===== config.mk =====
export PLATFORM = sky130hd
export DESIGN_NAME = seg_scan_capture
export DESIGN_NICKNAME = d
export VERILOG_FILES = /design/src/rtl/seg_scan_capture.sv
export SDC_FILE = /design/constraint.sdc
export NUM_CORES = 1
export LEC_CHECK = 0
export CORE_ASPECT_RATIO = 1.2
export CORE_MARGIN = 2
export CORE_UTILIZATION = 57
export CTS_CLUSTER_DIAMETER = 40
export DETAILED_ROUTE_END_ITERATION = 12
export PLACE_DENSITY = 0.89
export SYNTH_ARGS = -nofsm -noshare
export SYNTH_HDL_FRONTEND = slang
export SYNTH_SLANG_ARGS = --single-unit

===== constraint.sdc =====
create_clock -name clk -period 2.59 [get_ports clk]
set_input_delay 0.518 -clock clk [delete_from_list [all_inputs] [get_ports clk]]
set_output_delay 0.518 -clock clk [all_outputs]
set_load 0.05 [all_outputs]

===== src/rtl/seg_scan_capture.sv =====
// Reads a time-multiplexed 7-segment bus back into a hex value. It settles on
// each digit enable, decodes the segments, assembles frames and commits a value once frames repeat.
module seg_scan_capture #(
   parameter int NUM_DIGITS = 4,
   parameter int SETTLE     = 2,
   parameter int FRAMES     = 2
) (
   input  logic                    clk,
   input  logic                    reset,
   input  logic [6:0]              seg,
   input  logic [NUM_DIGITS-1:0]   an,
   output logic [4*NUM_DIGITS-1:0] value,
   output logic                    valid,
   output logic                    err,
   output logic [NUM_DIGITS-1:0]   err_mask
);

   localparam int          W        = 4 * NUM_DIGITS;
   localparam logic [3:0]  SETTLE_C = 4'(SETTLE);
   localparam logic [2:0]  FRAMES_C = 3'(FRAMES);

   logic [NUM_DIGITS-1:0] prev_an;
   logic [3:0]            dwell;
   logic [3:0]            dwell_next;
   logic [NUM_DIGITS-1:0] mask;
   logic [NUM_DIGITS-1:0] mask_next;
   logic [3:0]            nib [NUM_DIGITS];
   logic [NUM_DIGITS-1:0] bad;
   logic [W-1:0]          prev_frame;
   logic [2:0]            match;
   logic                  committed;

   logic                  one_hot;
   logic                  multi_hot;
   logic                  same_an;
   logic                  sample;
   logic [3:0]            dec_nib;
   logic                  dec_bad;
   logic                  frame_full;
   logic                  frame_bad;
   logic [W-1:0]          frame_word;
   logic [2:0]            match_new;
   logic                  commit;

   always_comb begin
      dec_bad = 1'b0;
      dec_nib = 4'h0;
      case (seg)
         7'b0111111: dec_nib = 4'h0;
         7'b0000110: dec_nib = 4'h1;
         7'b1011011: dec_nib = 4'h2;
         7'b1001111: dec_nib = 4'h3;
         7'b1100110: dec_nib = 4'h4;
         7'b1101101: dec_nib = 4'h5;
         7'b1111101: dec_nib = 4'h6;
         7'b0000111: dec_nib = 4'h7;
         7'b1111111: dec_nib = 4'h8;
         7'b1101111: dec_nib = 4'h9;
         7'b1110111: dec_nib = 4'hA;
         7'b1111100: dec_nib = 4'hB;
         7'b0111001: dec_nib = 4'hC;
         7'b1011110: dec_nib = 4'hD;
         7'b1111001: dec_nib = 4'hE;
         7'b1110001: dec_nib = 4'hF;
         default:    dec_bad = 1'b1;
      endcase
   end

   // A dwell restarts at 1 on a new one-hot enable; the sample fires once, on the
   // cycle the count first reaches SETTLE, even if the counter later saturates there.
   always_comb begin
      one_hot    = (an != '0) && ((an & (an - NUM_DIGITS'(1))) == '0);
      multi_hot  = (an != '0) && !one_hot;
      same_an    = (an == prev_an);
      dwell_next = 4'd0;
      if (one_hot) begin
         if (same_an) begin
            dwell_next = (dwell == 4'd15) ? 4'd15 : dwell + 4'd1;
         end else begin
            dwell_next = 4'd1;
         end
      end
      sample = one_hot && (dwell_next == SETTLE_C) && (!same_an || (dwell != SETTLE_C));
   end

   // A full mask is consumed on the following edge, so a sample landing on that
   // same edge starts the next frame instead of being lost.
   always_comb begin
      frame_full = &mask;
      frame_bad  = |bad;
      frame_word = '0;
      for (int i = 0; i < NUM_DIGITS; i++) begin
         frame_word[4*i +: 4] = nib[i];
      end
      mask_next = frame_full ? '0 : mask;
      if (sample) begin
         mask_next = mask_next | an;
      end
      if (multi_hot) begin
         mask_next = '0;
      end
      if (frame_word == prev_frame) begin
         match_new = (match >= FRAMES_C) ? FRAMES_C : match + 3'd1;
      end else begin
         match_new = 3'd1;
      end
      commit = frame_full && !frame_bad && (match_new == FRAMES_C)
               && ((frame_word != value) || !committed);
   end

   always_ff @(posedge clk) begin
      if (reset) begin
         prev_an    <= '0;
         dwell      <= 4'd0;
         mask       <= '0;
         bad        <= '0;
         prev_frame <= '0;
         match      <= 3'd0;
         committed  <= 1'b0;
         value      <= '0;
         valid      <= 1'b0;
         err        <= 1'b0;
         err_mask   <= '0;
         for (int i = 0; i < NUM_DIGITS; i++) begin
            nib[i] <= 4'h0;
         end
      end else begin
         valid   <= 1'b0;
         err     <= 1'b0;
         prev_an <= an;
         dwell   <= dwell_next;
         mask    <= mask_next;
         for (int i = 0; i < NUM_DIGITS; i++) begin
            if (sample && an[i]) begin
               nib[i] <= dec_nib;
               bad[i] <= dec_bad;
            end
         end
         if (frame_full) begin
            if (frame_bad) begin
               err      <= 1'b1;
               err_mask <= bad;
               match    <= 3'd0;
            end else begin
               prev_frame <= frame_word;
               match      <= match_new;
               if (commit) begin
                  value     <= frame_word;
                  valid     <= 1'b1;
                  committed <= 1'b1;
               end
            end
         end
         // A multi-hot glitch invalidates any partial agreement between frames.
         if (multi_hot) begin
            match <= 3'd0;
         end
      end
   end

endmodule


==> flow_summary.json <==
{
  "status": "completed",
  "synthArstFlopShare": 0,
  "ys_seq_area_frac": 0.468,
  "hold_viol": 0,
  "post-route-drc-count": 0,
  "worstPathArrival_ns": 2.57,
  "slew_viol_final": 0,
  "setup_viol": 0,
  "crit_path_max_fanout": 5,
  "drt_first_pass_iters": 4,
  "multi_input_area_mm2": 0.00175,
  "p_leak_uw": 0.00161,
  "diodes": 0,
  "max_cap_violations": 0,
  "hold_path_end": "prev_frame[9]",
  "tightest_slew_ns": 0.530,
  "r2r-end": "nib[0][1]",
  "crit_path_start_kind": "register",
  "die_w_um": 75.6,
  "die-area_mm2": 0.00680,
  "grt_max_degree": 40,
  "critPathKind": "reg2reg",
  "synth_area_leaders": "dfxtp_1 (33%), edfxtp_1 (14%), nand2_1 (5.4%)",
  "ctsResizeCount": 0,
  "dieHeight_um": 89.9,
  "cts_sinks": 74,
  "synthToLayoutAreaGrowth_pct": 19.1,
  "rsz0062_at_grt": "false",
  "wirelength_mm": 7.34,
  "ys.warnings.count": 0,
  "start_util": 0.583,
  "vdd_drop_max_uv": 327,
  "synthCells": 379,
  "insertion_delay_ns": 0.34,
  "worst_setup_hold_path_clk_slew_ns": 0.07,
  "rr_startpoint": "dwell[0]",
  "finalNonFillerCells": 511,
  "ctsHoldBuffers": 0,
  "crit_required_ns": 2.80,
  "ys_ff_latch": 74,
  "fillCellCount": 469,
  "synthesis.area_mm2": 0.00351,
  "ios": 35,
  "globalRouteTotalUtil": 0.238,
  "cts_tree": "yes",
  "synth-edff-count": 16,
  "vias": 2846,
  "cts_max_path_buffers": 2,
  "syn_area_per_cell_um2": 9.25,
  "slew_headroom": 0.645,
  "cts-root-buf": "clkbuf_8",
  "hold-path-cell-count": 2,
  "drt_iter0_drc": 242,
  "fin_worst_skew_ns": 0.00552,
  "cts_buffers": 9,
  "power_density_mw_per_mm2": 508,
  "period_share": 0.912,
  "gp_congestion": 0.885,
  "ant_nets": 0,
  "grt_pass1_vias": 2785,
  "cts_post_setup_buffers_inserted": 0,
  "io_buffers": 34,
  "dpl_worst_slack_ns": -0.0889,
  "rows": 31,
  "ff2ff_path_depth": 8,
  "synthDominantCellAreaShare": 0.331,
  "ff_latch_area_mm2": 0.00164,
  "drive_above_1_share": 0.0909,
  "setup_tns_ns": 0,
  "synth.largest_area_cell": "dfxtp_1",
  "grt_first_pass_wirelength_mm": 12.5,
  "cp-end-kind": "register",
  "worstHoldStart": "prev_frame[9]",
  "avgRoutedWirePerCell_um": 14.4,
  "finalWorstSetupSlack_ns": 0.227,
  "synth_cell_types": 53,
  "reg2reg_setup_slack_ns": 0.23,
  "hpwlAfterDp_mm": 5.56,
  "vias_per_cell": 5.57,
  "min_period_ns": 2.36,
  "nets": 443,
  "clock.fmax_mhz": 423,
  "synth_top_flop_cell": "dfxtp_1",
  "synth_fp_nets": 396,
  "overflow": 0,
  "antenna_found_initial": 0,
  "core_mm2": 0.00601,
  "place_inst": 497,
  "h-tree-depth": 3,
  "hold_class": "reg2reg"
}
worst max-delay path: stages, from the launching register on:
cell and delay (ns):
dfxtp_1 0.39, inv_1 0.13, ha_1 0.33, nor2_1 0.10, o21ai_1 0.13, or3_1 0.35, or3_4 0.37, a31oi_2 0.25
and2_1 0.18
stage by stage:
stage	total power, µW	utilization	area (µm²)	hold WS, ns
floorplan	1320	-	3510	0.436
global placement	1380	0.667	4010	0.451
detailed placement	1380	0.667	4010	0.460
CTS	2130	0.694	4180	0.469
global route	2200	0.694	4180	0.491
finish	2120	0.694	4180	0.466
registers in the layout, indices dropped and copies added, names as in the netlist:
name	cells
value	16
match	3
err_mask	4
valid	1
nib	16
dwell	4
prev_frame	16
bad	4
err	1
prev_an	4
mask	4
committed	1
report_power, final:
part | internal (µW) | switching, µW | leakage [µW]
clock network | 391 | 370 | 0.0000826
registers | 1190 | 17.6 | 0.000630
logic | 68.4 | 82.4 | 0.000900
total | 1650 | 470 | 0.00161
cell usage after synthesis (3+ instances only):
cell      instances
a22o_1            4
nand2b_1          4
nor2_1           37
clkbuf_1         13
mux2i_1          16
xor2_1           16
o21ai_0           4
nand4_1           6
nand3_1           8
inv_1             8
edfxtp_1         16
a21oi_1          32
a22oi_1           6
or3_1             4
nor3_1            8
nand2_1          50
nor2b_1           3
dfxtp_1          58
o31ai_1           3
xnor2_1          21
and2_1           14
nor4_1            6
ha_1              4
worst max path at each step:
stage                     startpoint         to  slack [ns]  cells after the start
final                       dwell[0]  nib[0][1]        0.23                      8
after global routing           an[2]  nib[1][3]        0.07                      8
after CTS                   dwell[0]  nib[0][1]        0.23                      8
after detailed placement       an[2]  nib[0][1]       -0.09                      8
after global placement         an[2]  nib[2][0]       -0.01                      7
after floorplan                an[0]  nib[3][1]        0.43                      7
metal layers:
layer | GRT usage | up-vias | wire (µm)
met1 | 0.276 | 1316 | 2940
met5 | 0 | - | 0
met3 | 0.0572 | 28 | 283
met4 | 0.115 | 0 | 310
li1 | - | 1413 | -
met2 | 0.399 | 89 | 3810
cell families (layout without fill, tap and decap cells):
group / after synthesis / after routing / synth area share
mux: 16 / 16 / 0.0457
compound gates: 65 / 65 / 0.117
xor+xnor: 37 / 37 / 0.0924
simple gates: 156 / 156 / 0.227
fa+ha+maj: 5 / 5 / 0.0171
flops: 74 / 74 / 0.468
buf+inv: 26 / 76 / 0.0335
layout make-up:
cell class                      count  area share
Multi-Input combinational cell    279       0.419
Sequential cell                    74       0.393
Timing Repair Buffer               54       0.117
Clock buffer                       14      0.0390
Tap cell                           82      0.0246
Inverter                            8     0.00719
cell usage in the layout (no fill, tap or decap), drive strengths merged, types with 2 or more instances in the layout:
cell	count
buf	20
nor2	38
nand3	8
and2	14
nor3	8
a22o	4
and3	2
dfxtp	58
nand2	51
a21oi	32
o211ai	2
edfxtp	16
clkbuf	14
clkdlybuf4s50	34
xnor2	21
a22oi	6
and3b	2
a221oi	2
nor4	7
or4	3
inv	8
o21ai	6
nor2b	3
mux2i	16
a211oi	2
nand2b	4
nand4	6
o31ai	3
a31oi	2
ha	4
or3	5
xor2	16
Note: power is estimated with default switching activity, not from simulation.
